## src/rtl/seg_scan_drv.sv

```systemverilog
// Time-multiplexed 8-digit seven-segment driver with per-frame shadow capture,
// per-digit decimal point and blink control, and active-low registered outputs.
module seg_scan_drv #(
  parameter int SCAN_DIV     = 50000,
  parameter int BLINK_FRAMES = 64
) (
  input  logic        clk,
  input  logic        rst,
  input  logic        EN,
  input  logic [31:0] Disp_num,
  input  logic [7:0]  point_in,
  input  logic [7:0]  LE_in,
  output logic [7:0]  AN,
  output logic [7:0]  SEGMENT,
  output logic        frame
);

  localparam int              PW        = (SCAN_DIV > 2) ? $clog2(SCAN_DIV) : 1;
  localparam logic [PW-1:0]   PRESC_MAX = PW'(SCAN_DIV - 1);
  localparam logic [7:0]      BLINK_MAX = 8'(BLINK_FRAMES - 1);

  logic [PW-1:0] r_presc;
  logic [2:0]    r_digit;
  logic [7:0]    r_blink_cnt;
  logic          r_blink_ph;
  logic [31:0]   r_disp_sh;
  logic [7:0]    r_point_sh;
  logic [7:0]    r_le_sh;
  logic [7:0]    r_an;
  logic [7:0]    r_seg;
  logic          r_frame;

  logic          w_tick;
  logic          w_frame_bd;
  logic [3:0]    w_nib [8];
  logic [3:0]    w_cur_nib;
  logic [6:0]    w_hex;
  logic          w_blank;
  logic [7:0]    w_an_next;
  logic [7:0]    w_seg_next;

  assign w_tick     = (r_presc == PRESC_MAX);
  assign w_frame_bd = w_tick && (r_digit == 3'd7);

  // Slot prescaler and digit index
  always_ff @(posedge clk) begin
    if (!rst) begin
      r_presc <= '0;
      r_digit <= 3'd0;
    end else begin
      if (w_tick) begin
        r_presc <= '0;
        r_digit <= r_digit + 3'd1;
      end else begin
        r_presc <= r_presc + PW'(1);
      end
    end
  end

  // Blink timing advances on every frame, independent of EN
  always_ff @(posedge clk) begin
    if (!rst) begin
      r_blink_cnt <= 8'd0;
      r_blink_ph  <= 1'b0;
    end else if (w_frame_bd) begin
      if (r_blink_cnt == BLINK_MAX) begin
        r_blink_cnt <= 8'd0;
        r_blink_ph  <= ~r_blink_ph;
      end else begin
        r_blink_cnt <= r_blink_cnt + 8'd1;
      end
    end
  end

  // Shadow registers: the whole frame is drawn from one consistent snapshot
  always_ff @(posedge clk) begin
    if (!rst) begin
      r_disp_sh  <= 32'd0;
      r_point_sh <= 8'd0;
      r_le_sh    <= 8'd0;
    end else if (w_frame_bd && EN) begin
      r_disp_sh  <= Disp_num;
      r_point_sh <= point_in;
      r_le_sh    <= LE_in;
    end
  end

  genvar gi;
  generate
    for (gi = 0; gi < 8; gi++) begin : g_nib
      assign w_nib[gi] = r_disp_sh[4*gi +: 4];
    end
  endgenerate

  assign w_cur_nib = w_nib[r_digit];

  always_comb begin
    w_hex = 7'h7F;
    case (w_cur_nib)
      4'h0: w_hex = 7'h40;
      4'h1: w_hex = 7'h79;
      4'h2: w_hex = 7'h24;
      4'h3: w_hex = 7'h30;
      4'h4: w_hex = 7'h19;
      4'h5: w_hex = 7'h12;
      4'h6: w_hex = 7'h02;
      4'h7: w_hex = 7'h78;
      4'h8: w_hex = 7'h00;
      4'h9: w_hex = 7'h10;
      4'hA: w_hex = 7'h08;
      4'hB: w_hex = 7'h03;
      4'hC: w_hex = 7'h46;
      4'hD: w_hex = 7'h21;
      4'hE: w_hex = 7'h06;
      4'hF: w_hex = 7'h0E;
      default: w_hex = 7'h7F;
    endcase
  end

  assign w_blank = !EN || (r_le_sh[r_digit] && r_blink_ph);

  always_comb begin
    w_an_next  = 8'hFF;
    w_seg_next = 8'hFF;
    if (!w_blank) begin
      w_an_next           = 8'hFF;
      w_an_next[r_digit]  = 1'b0;
      w_seg_next          = {~r_point_sh[r_digit], w_hex};
    end
  end

  always_ff @(posedge clk) begin
    if (!rst) begin
      r_an    <= 8'hFF;
      r_seg   <= 8'hFF;
      r_frame <= 1'b0;
    end else begin
      r_an    <= w_an_next;
      r_seg   <= w_seg_next;
      r_frame <= w_frame_bd;
    end
  end

  assign AN      = r_an;
  assign SEGMENT = r_seg;
  assign frame   = r_frame;

endmodule

```

## config.mk

```make
export PLATFORM = sky130hd
export DESIGN_NAME = seg_scan_drv
export DESIGN_NICKNAME = d
export VERILOG_FILES = /design/src/rtl/seg_scan_drv.sv
export SDC_FILE = /design/constraint.sdc
export NUM_CORES = 1
export LEC_CHECK = 0
export BUFFER_PORTS_ARGS = -buffer_cell sky130_fd_sc_hd__buf_4
export CORE_ASPECT_RATIO = 1.1
export CORE_UTILIZATION = 50
export CTS_BUF_LIST = sky130_fd_sc_hd__clkbuf_8
export DETAILED_ROUTE_END_ITERATION = 12
export GPL_ROUTABILITY_DRIVEN = 0
export GPL_TIMING_DRIVEN = 0
export HOLD_SLACK_MARGIN = 0.12
export PLACE_DENSITY = 0.84
export REMOVE_ABC_BUFFERS = 1
export SYNTH_ARGS = -nofsm -noshare
export SYNTH_HDL_FRONTEND = slang
export SYNTH_SLANG_ARGS = --single-unit
```

## constraint.sdc

```tcl
create_clock -name clk -period 4.7 [get_ports clk]
set_input_delay 0.47 -clock clk [delete_from_list [all_inputs] [get_ports clk]]
set_output_delay 0.47 -clock clk [all_outputs]
set_load 0.02 [all_outputs]
```

# Word level (Yosys, flattened, before mapping)

Memories as Yosys holds them, arrays and structs flattened. A register that Yosys moved wholly into a read port is not among the register bits.
Index checks and enable logic that the tools add are counted.

Shifts and indexed selects: 0
Add/sub/neg operators: 3
$mul: 0
Bitwise gates (word level): 5
Equal/unequal tests: 3
$lt $le $gt $ge: 3
Muxes and demuxes: 10
Div/mod/pow operators: 0
Reduce and logical (&&, ||, !) cells: 9

Operators with widths:

| cell                                                                                | count |
|---|---|
| 16-bit by 1-bit adder with 16-bit output, second input constant                     | 1 |
| 16-bit == test, second input constant                                               | 1 |
| 4-bit binary-select mux with 3-bit select                                           | 1 |
| 8-bit by 1-bit adder with 8-bit output, second input constant                       | 1 |
| 8-bit by 6-bit == test with 1-bit output, second input constant                     | 1 |
| 4-bit two-way mux                                                                   | 2 |
| 8-bit two-way mux                                                                   | 1 |
| 8-bit inverter                                                                      | 1 |
| 1-bit binary-select mux with 3-bit select                                           | 2 |
| 4-bit greater-or-equal comparator, second input constant                            | 1 |
| 1-bit logical AND                                                                   | 4 |
| 3-bit by 4-bit < comparator with 1-bit output, second input constant                | 1 |
| 3-bit inverter with 4-bit output                                                    | 1 |
| 2-bit OR reduction                                                                  | 2 |
| 3-bit by 1-bit adder with 3-bit output, second input constant                       | 1 |
| 1-bit demux with 3-bit select                                                       | 1 |
| 3-bit == test, second input constant                                                | 1 |
| 3-bit by 1-bit greater-or-equal comparator with 1-bit output, second input constant | 1 |
| 1-bit two-way mux                                                                   | 3 |
| 1-bit inverter                                                                      | 3 |
| 2-bit AND reduction                                                                 | 1 |
| 1-bit zero test                                                                     | 1 |
| 1-bit logical OR                                                                    | 1 |

Bits in read-only memories: 112
Output and inout port bits: 17
Input bits: 51
Register bits: 93
Bits in latches: 0
Memories kept: 1
Word-level logic and storage cells: 44
Bits in writable memories: 0

Memory list:

| memory           | words | width | rd ports | clocked after memory_dff | write ports | RTL line | text |
|---|---|---|---|---|---|---|---|
| (name not given) | 16    | 7     | 1        | 1                        | 0           | 99       | `case (w_cur_nib)` |

# Depth between registers and ports, before layout

Gate-level depths: netlist of run 1.

Depth in word-level cells: 5
Gate-level depth with buffers: 12
Depth with buffers taken out: 9

# Worst setup path before layout of run 1

OpenSTA, ideal clock, no wires.

Path type: reg2reg
From: register r_digit[0]
To: register r_seg[3], in the netlist SEGMENT[3]
Path buffers: 3
Slack: 2.468 ns
Stages on the path, launching flop included: 12
Setup time: 0.115 ns
Arrival: 2.117 ns
Required time: 4.585 ns
Clock period less this slack: 2.232 ns
Cells stage by stage: dfxtp_1 > buf_6 > buf_6 > buf_4 > mux2i_1 > o32ai_1 > a211oi_2 > inv_1 > ha_1 > mux2_2 > mux2i_1 > nand2_1

Word-level cells in the longest chain between the ends: 5
Elaborated cells on any way between the ends: 9
Those cells by class: 5 x mux; 1 x bitwise; 3 x reduce/logical

Ends and longest elaborated chain:

| item                                      | RTL line | text |
|---|---|---|
| from (decl)                               | 23       | `logic [2:0] r_digit;` |
| from (signal assigned)                    | 53       | `r_digit <= r_digit + 3'd1;` |
| 1-bit binary-select mux with 3-bit select | 120      | `assign w_blank = !EN \|\| (r_le_sh[r_digit] && r_blink_ph);` |
| 1-bit two-way mux (implied by the code)   | 120      |  |
| 1-bit logical AND                         | 120      |  |
| 1-bit logical OR                          | 120      |  |
| 2-bit OR reduction (no line)              | --       |  |
| to (decl)                                 | 30       | `logic [7:0] r_seg;` |

Several ways; a longest one is shown, not always the timed one. The select of a mux whose other input is x is not followed.
A chain may end at the register's enable or synchronous reset.

# Final worst setup path of run 1

Same ends and word-level chain as after synthesis.

==> qor.yml, run 1 <==
yosysWarnings: 0
synth_edf_count: 0
synth_cell_type_count: 53
wl_per_cell_um: 13.7
layout_common_cells: "93 x dfxtp_1, 91 x nand2_1, 67 x buf_4"
timing.final.ws_setup_ns: 1.51
worstHoldStart: "Disp_num[27]"
vias_per_cell: 5.29
coreArea_um2: 8040
cts-root-buf: "clkbuf_8"
initial_core_util_pct: 52.6
crit_family: "flip-flops"
clk_pin_slew_worst_paths_ns: 0.09
ant_nets: 0
clockBufferDepth: 2
period_share_pct: 67.8
ff_latch_area_um2: 1860
path_buf_inv: 1
rsz0062_at_grt: "no"
wl_met2_um: 4350
die_area_um2: 8840
cts_tree: "yes"
ys_seq_elements: 93
overflow: 0
die_h_um: 98.5
htreeDepth: 3
cp-end-kind: "flip-flop"
worst_setup_path_start_kind: "flip-flop"
ir_drop_uv: 167
fill_cells: 681
post-route-min-period_ns: 3.19
fin_nets: 577
antenna_found_initial: 0
synth_area_um2: 4230
cts_buffers: 9
tightest_slew_ns: 1.20
cts_sinks: 93
setup_violations: 0
first_iter_violations: 192
wl_met1_um: 3790
p_leak_nw: 1.77
syn_inst: 464
multiInputGateArea_um2: 2150
wirelength_um: 8640
ys.flop_type: "dfxtp_1"
finalHoldViolCount: 0
hold_class: "primary input to flip-flop"
report.final.slew_viol_count: 0
std_cell_rows: 34
layout_commonest_cell: "dfxtp_1"
layout-drive-gt1-share_pct: 29.0
cp_data_arrival_time_ns: 3.42
pre_cts_slack_ns: 1.54
drtPass1Iterations: 7
route.met3.wl_um: 350
num_antenna_cells: 0
clk_latency_ns: 0.37
crit_start: "r_digit[0]"
async_flop_share_pct: 0
cts_setup_buffers: 0
port_buffers: 67
num_vias: 3327
highest_layer: "met4"
grt_max_degree: 60
fin_worst_skew_ns: 0.00787
cellPowerDensity_nw_per_um2: 284
reg2reg_from: "r_digit[0]"
area_delta_synth_final_pct: 15.6
hold_buffers: 0
fmax_ghz: 0.314
grt.total_usage_pct: 21.1
dp_hpwl_um: 5810
slowest_stage: "dfxtp_1"
num_io_pins: 68
slew_headroom_pct: 19.9
post_cts_resized: 0
die_x_um: 89.7
drv_cap: 0
crit_type: "flip-flop to flip-flop"
drc_errors: 0
power_mw: 1.39
path_max_fanout: 24
yosysSeqAreaShare_pct: 44.0
status: "completed"
cp_cell_sequence: "mux4_2 > nor2b_1 > a21oi_2 > inv_1 > ha_1 > mux2_2 > mux2i_1 > nand2_1"
first_global_vias: 3277
max_stage_delay_ns: 1.13
syn-mean-instance-area_um2: 9.12
grt_pass1_wl_um: 14900
fin_tns_setup_ns: 0
crit_required_ns: 4.93
stage by stage:
step	instance area [µm²]	cells	util, %	hold slack (ns)
floorplan	4050	438	-	0.413
global placement	4690	613	58.3	0.422
detailed placement	4690	613	58.4	0.441
CTS	4890	629	60.9	0.330
global route	4890	629	60.9	0.331
finish	4890	629	60.9	0.343
Yosys cell counts (all sizes together), types with 4 or more instances:
| cell | instances | share of area [%] |
|---|---|---|
| clkbuf | 8 | 0.71 |
| xnor2 | 6 | 1.2 |
| and3 | 6 | 1.0 |
| a22oi | 4 | 0.83 |
| nand3 | 19 | 2.2 |
| ha | 10 | 3.0 |
| xor2 | 11 | 2.3 |
| dfxtp | 93 | 44 |
| nor2b | 7 | 1.3 |
| mux2 | 7 | 2.0 |
| a21oi | 55 | 8.7 |
| inv | 13 | 1.2 |
| nand2 | 111 | 11 |
| mux4 | 6 | 3.2 |
| mux2i | 12 | 2.8 |
| nor2 | 30 | 2.8 |
| o21ai | 7 | 0.83 |
| nand4 | 9 | 1.3 |
| nor3 | 4 | 0.59 |
| o211ai | 5 | 1.2 |
| buf | 18 | 3.5 |
state kept, by name, indices dropped and copies added, names as in the netlist, 3 cells and up:
| name | count |
|---|---|
| r_disp_sh | 32 |
| r_presc | 16 |
| AN | 8 |
| SEGMENT | 8 |
| r_blink_cnt | 8 |
| r_le_sh | 8 |
| r_point_sh | 8 |
| r_digit | 3 |
cell families after synthesis:
group,share of synthesized area [%]
xor gates and xnor gates,3.52
adders and majority gates,2.96
muxes,7.98
DFF,44.0
AOI/OAI and AO/OA,13.4
and+or+nand+nor,22.7
buffers and inverters,5.41
where the power goes:
part           total (mW)  switching, mW  internal [mW]
Combinational      0.0655         0.0311         0.0344
Clock               0.531          0.284          0.247
Sequential          0.795        0.00262          0.793
Total                1.39          0.318           1.07
layout make-up:
cell class              count  share of cell area, %
inverters                  13                  0.997
flip-flops and latches     93                   38.0
clock inverters             7                   1.53
repair buffers             67                   10.3
multi-input cells         332                   43.9
well taps                 108                   2.76
clock buffers               9                   2.53
worst reg2reg max path, stage by stage, from the launching register on:
cell     delay [ns]
dfxtp_1        1.13
mux4_2         0.61
nor2b_1        0.15
a21oi_2        0.28
inv_1          0.16
ha_1           0.26
mux2_2         0.27
mux2i_1        0.14
nand2_1        0.07
layer usage:
metal  GRT usage (%)  up-vias
met2            36.6       85
met4            11.6        0
met1            25.3     1554
met3            3.24       12
li1                -     1676
met5               0        -
path summary, 6_finish.rpt:
| check | slack (ns) | cells after the start | to |
|---|---|---|---|
| worst min register to register | 0.45 | 2 | r_disp_sh[10] |
| worst min-delay path | 0.34 | 3 | r_disp_sh[27] |
| worst max-delay path | 1.51 | 8 | SEGMENT[3] |
| worst max register to register | 1.51 | 8 | SEGMENT[3] |
No activity file was read; power rests on OpenSTA's default activity.
==> run 2: changes to the inputs <==
Settings changed: PLACE_DENSITY 0.84 to 0.87.
Clock period 4.7 ns to 2.86 ns, I/O delays scaled along.
==> qor.yml, run 2 (synthesized netlist as in run 1, its figures left out) <==
std_cell_rows: 34  # unchanged
max_stage_delay_ns: 0.60  # -0.53 ns
area_delta_synth_final_pct: 16.3
crit_type: "flip-flop to flip-flop"
setup_violations: 0  # unchanged
hold_end: "r_disp_sh[30]"
num_vias: 3335  # +0.24%
tightest_slew_ns: 1.17  # -0.0263 ns
path_max_fanout: 24  # unchanged
dp_hpwl_um: 5730  # -1.4%
cts_tree: "yes"
drc_errors: 0  # unchanged
clk_latency_ns: 0.35  # -0.02 ns
drv_cap: 0  # unchanged
worst_r2r_path_depth: 8  # unchanged
status: "completed"
top_register: "r_disp_sh"
worst_setup_path_start_kind: "flip-flop"
crit_required_ns: 3.07  # -1.86 ns
layout_commonest_cell: "nand2_1"
rsz0062_at_grt: "no"
reg2reg_from: "r_digit[0]"
met2_usage_pct: 36.0  # -0.59 points
htreeDepth: 3  # unchanged
fin_worst_skew_ns: 0.00863  # +0.000769 ns
cts-root-buf: "clkbuf_8"
slew_headroom_pct: 21.7  # +1.9 points
use_met3_pct: 2.85  # -0.39 points
whs_path_depth: 3  # unchanged
die_h_um: 98.5  # unchanged
rrSetupSlack_ns: 0.23  # -1.29 ns
largestRegisters: "r_disp_sh (32), r_presc (16)"
fill_cells: 655  # -3.8%
grt_pass1_wl_um: 14200  # -4.6%
port_buffers: 67  # unchanged
report.final.slew_viol_count: 0  # unchanged
cts_setup_buffers: 0  # unchanged
vias_per_cell: 5.30  # +0.24%
overflow: 0  # unchanged
p_leak_nw: 1.81  # +1.9%
cp_cell_sequence: "mux4_2 > nor2b_1 > a21oi_2 > inv_1 > ha_1 > mux2_2 > mux2i_1 > nand2_1"
ant_nets: 0  # unchanged
pre_cts_slack_ns: -0.379  # -1.92 ns
met1_usage_pct: 23.4  # -1.9 points
fmax_ghz: 0.380  # +21%
fin_tns_setup_ns: 0  # unchanged
grt_busiest_layer: "met2"
layout-drive-gt1-share_pct: 29.0  # unchanged
layout_common_cells: "91 x nand2_1, 90 x dfxtp_1, 67 x buf_4"
reg2reg_to: "SEGMENT[3]"
grt.total_usage_pct: 20.0  # -1.1 points
worstHoldStart: "Disp_num[30]"
finalHoldViolCount: 0  # unchanged
cts_buffers: 9  # unchanged
wl_per_cell_um: 13.4  # -2.1%
die_area_um2: 8840  # unchanged
slowest_stage: "dfxtp_4"
wirelength_um: 8450  # -2.1%
cp_data_arrival_time_ns: 2.85  # -0.57 ns
timing.final.ws_setup_ns: 0.225  # -1.29 ns
clockBufferDepth: 2  # unchanged
period_share_pct: 92.1  # +24 points
clk_pin_slew_worst_paths_ns: 0.09  # about the same
grt_max_degree: 60  # unchanged
ir_drop_uv: 243  # +46%
coreArea_um2: 8040  # unchanged
largest_reg_flops: 32  # unchanged
post-route-min-period_ns: 2.63  # -0.553 ns
fin_nets: 578  # +0.17%
num_io_pins: 68  # unchanged
hold_class: "primary input to flip-flop"
first_global_vias: 3215  # -1.9%
drtPass1Iterations: 4  # -3
num_antenna_cells: 0  # unchanged
cellPowerDensity_nw_per_um2: 461  # +62%
cp-end-kind: "flip-flop"
antenna_found_initial: 0  # unchanged
hold_buffers: 0  # unchanged
first_iter_violations: 196  # +2.1%
die_x_um: 89.7  # unchanged
cts_sinks: 93  # unchanged
initial_core_util_pct: 52.6  # unchanged
## run 2: critical path, delay by kind of cell, from the launching register on
family / cells / cell delay, ns
multiplexers: 3 / 0.94
adder cells (fa/ha/maj): 1 / 0.27
AO/OA/AOI/OAI: 1 / 0.31
flip-flops: 1 / 0.60
AND/OR/NAND/NOR: 2 / 0.23
buffers and inverters: 1 / 0.16
## run 2: layout make-up
cell class                      count  area, µm²  area share [%]
Multi-Input combinational cell    332       2150            43.6
Sequential cell                    93       1870            38.0
Timing Repair Buffer               68        531            10.8
Clock buffer                       11        151            3.08
Tap cell                          108        135            2.75
Inverter                           13       48.8           0.992
Clock inverter                      4       41.3           0.839
## run 2: what timing repair did
item	CTS	global route
resized for setup	1	3
setup endpoints to repair	8	8
gates cloned	0	0
## run 2: how the worst max path moves through the flow
stage,startpoint,to,slack [ns],cells past startpoint
4_1_cts,r_digit[0],SEGMENT[3],0.01,8
6_report,r_digit[0],SEGMENT[3],0.23,8
3_5_place_dp,r_digit[0],SEGMENT[3],-0.38,8
5_1_grt,r_digit[0],SEGMENT[3],0.08,8
3_3_place_gp,r_digit[0],r_le_sh[4],-0.77,5
2_1_floorplan,r_digit[0],r_disp_sh[25],0.13,5
## run 2: through the flow
stage	util, %	area, µm²	hold WS [ns]	power [mW]	cells
after floorplan	-	4050	0.408	1.37	438
final	61.2	4920	0.174	2.27	629
after CTS	61.1	4920	0.164	2.28	629
after global placement	58.3	4690	0.422	1.44	613
after global routing	61.2	4920	0.162	2.36	629
after detailed placement	58.7	4720	0.439	1.44	614
## run 2: report_power, final
group	switching (mW)	leakage, nW	internal, mW
clock	0.420	0.109	0.439
combinational	0.0491	0.945	0.0564
sequential	0.00426	0.754	1.30
## run 2: metal layers
layer,up-vias,wire [µm]
met5,-,0
met4,0,191
met3,14,284
met2,90,4160
met1,1552,3810
li1,1679,-
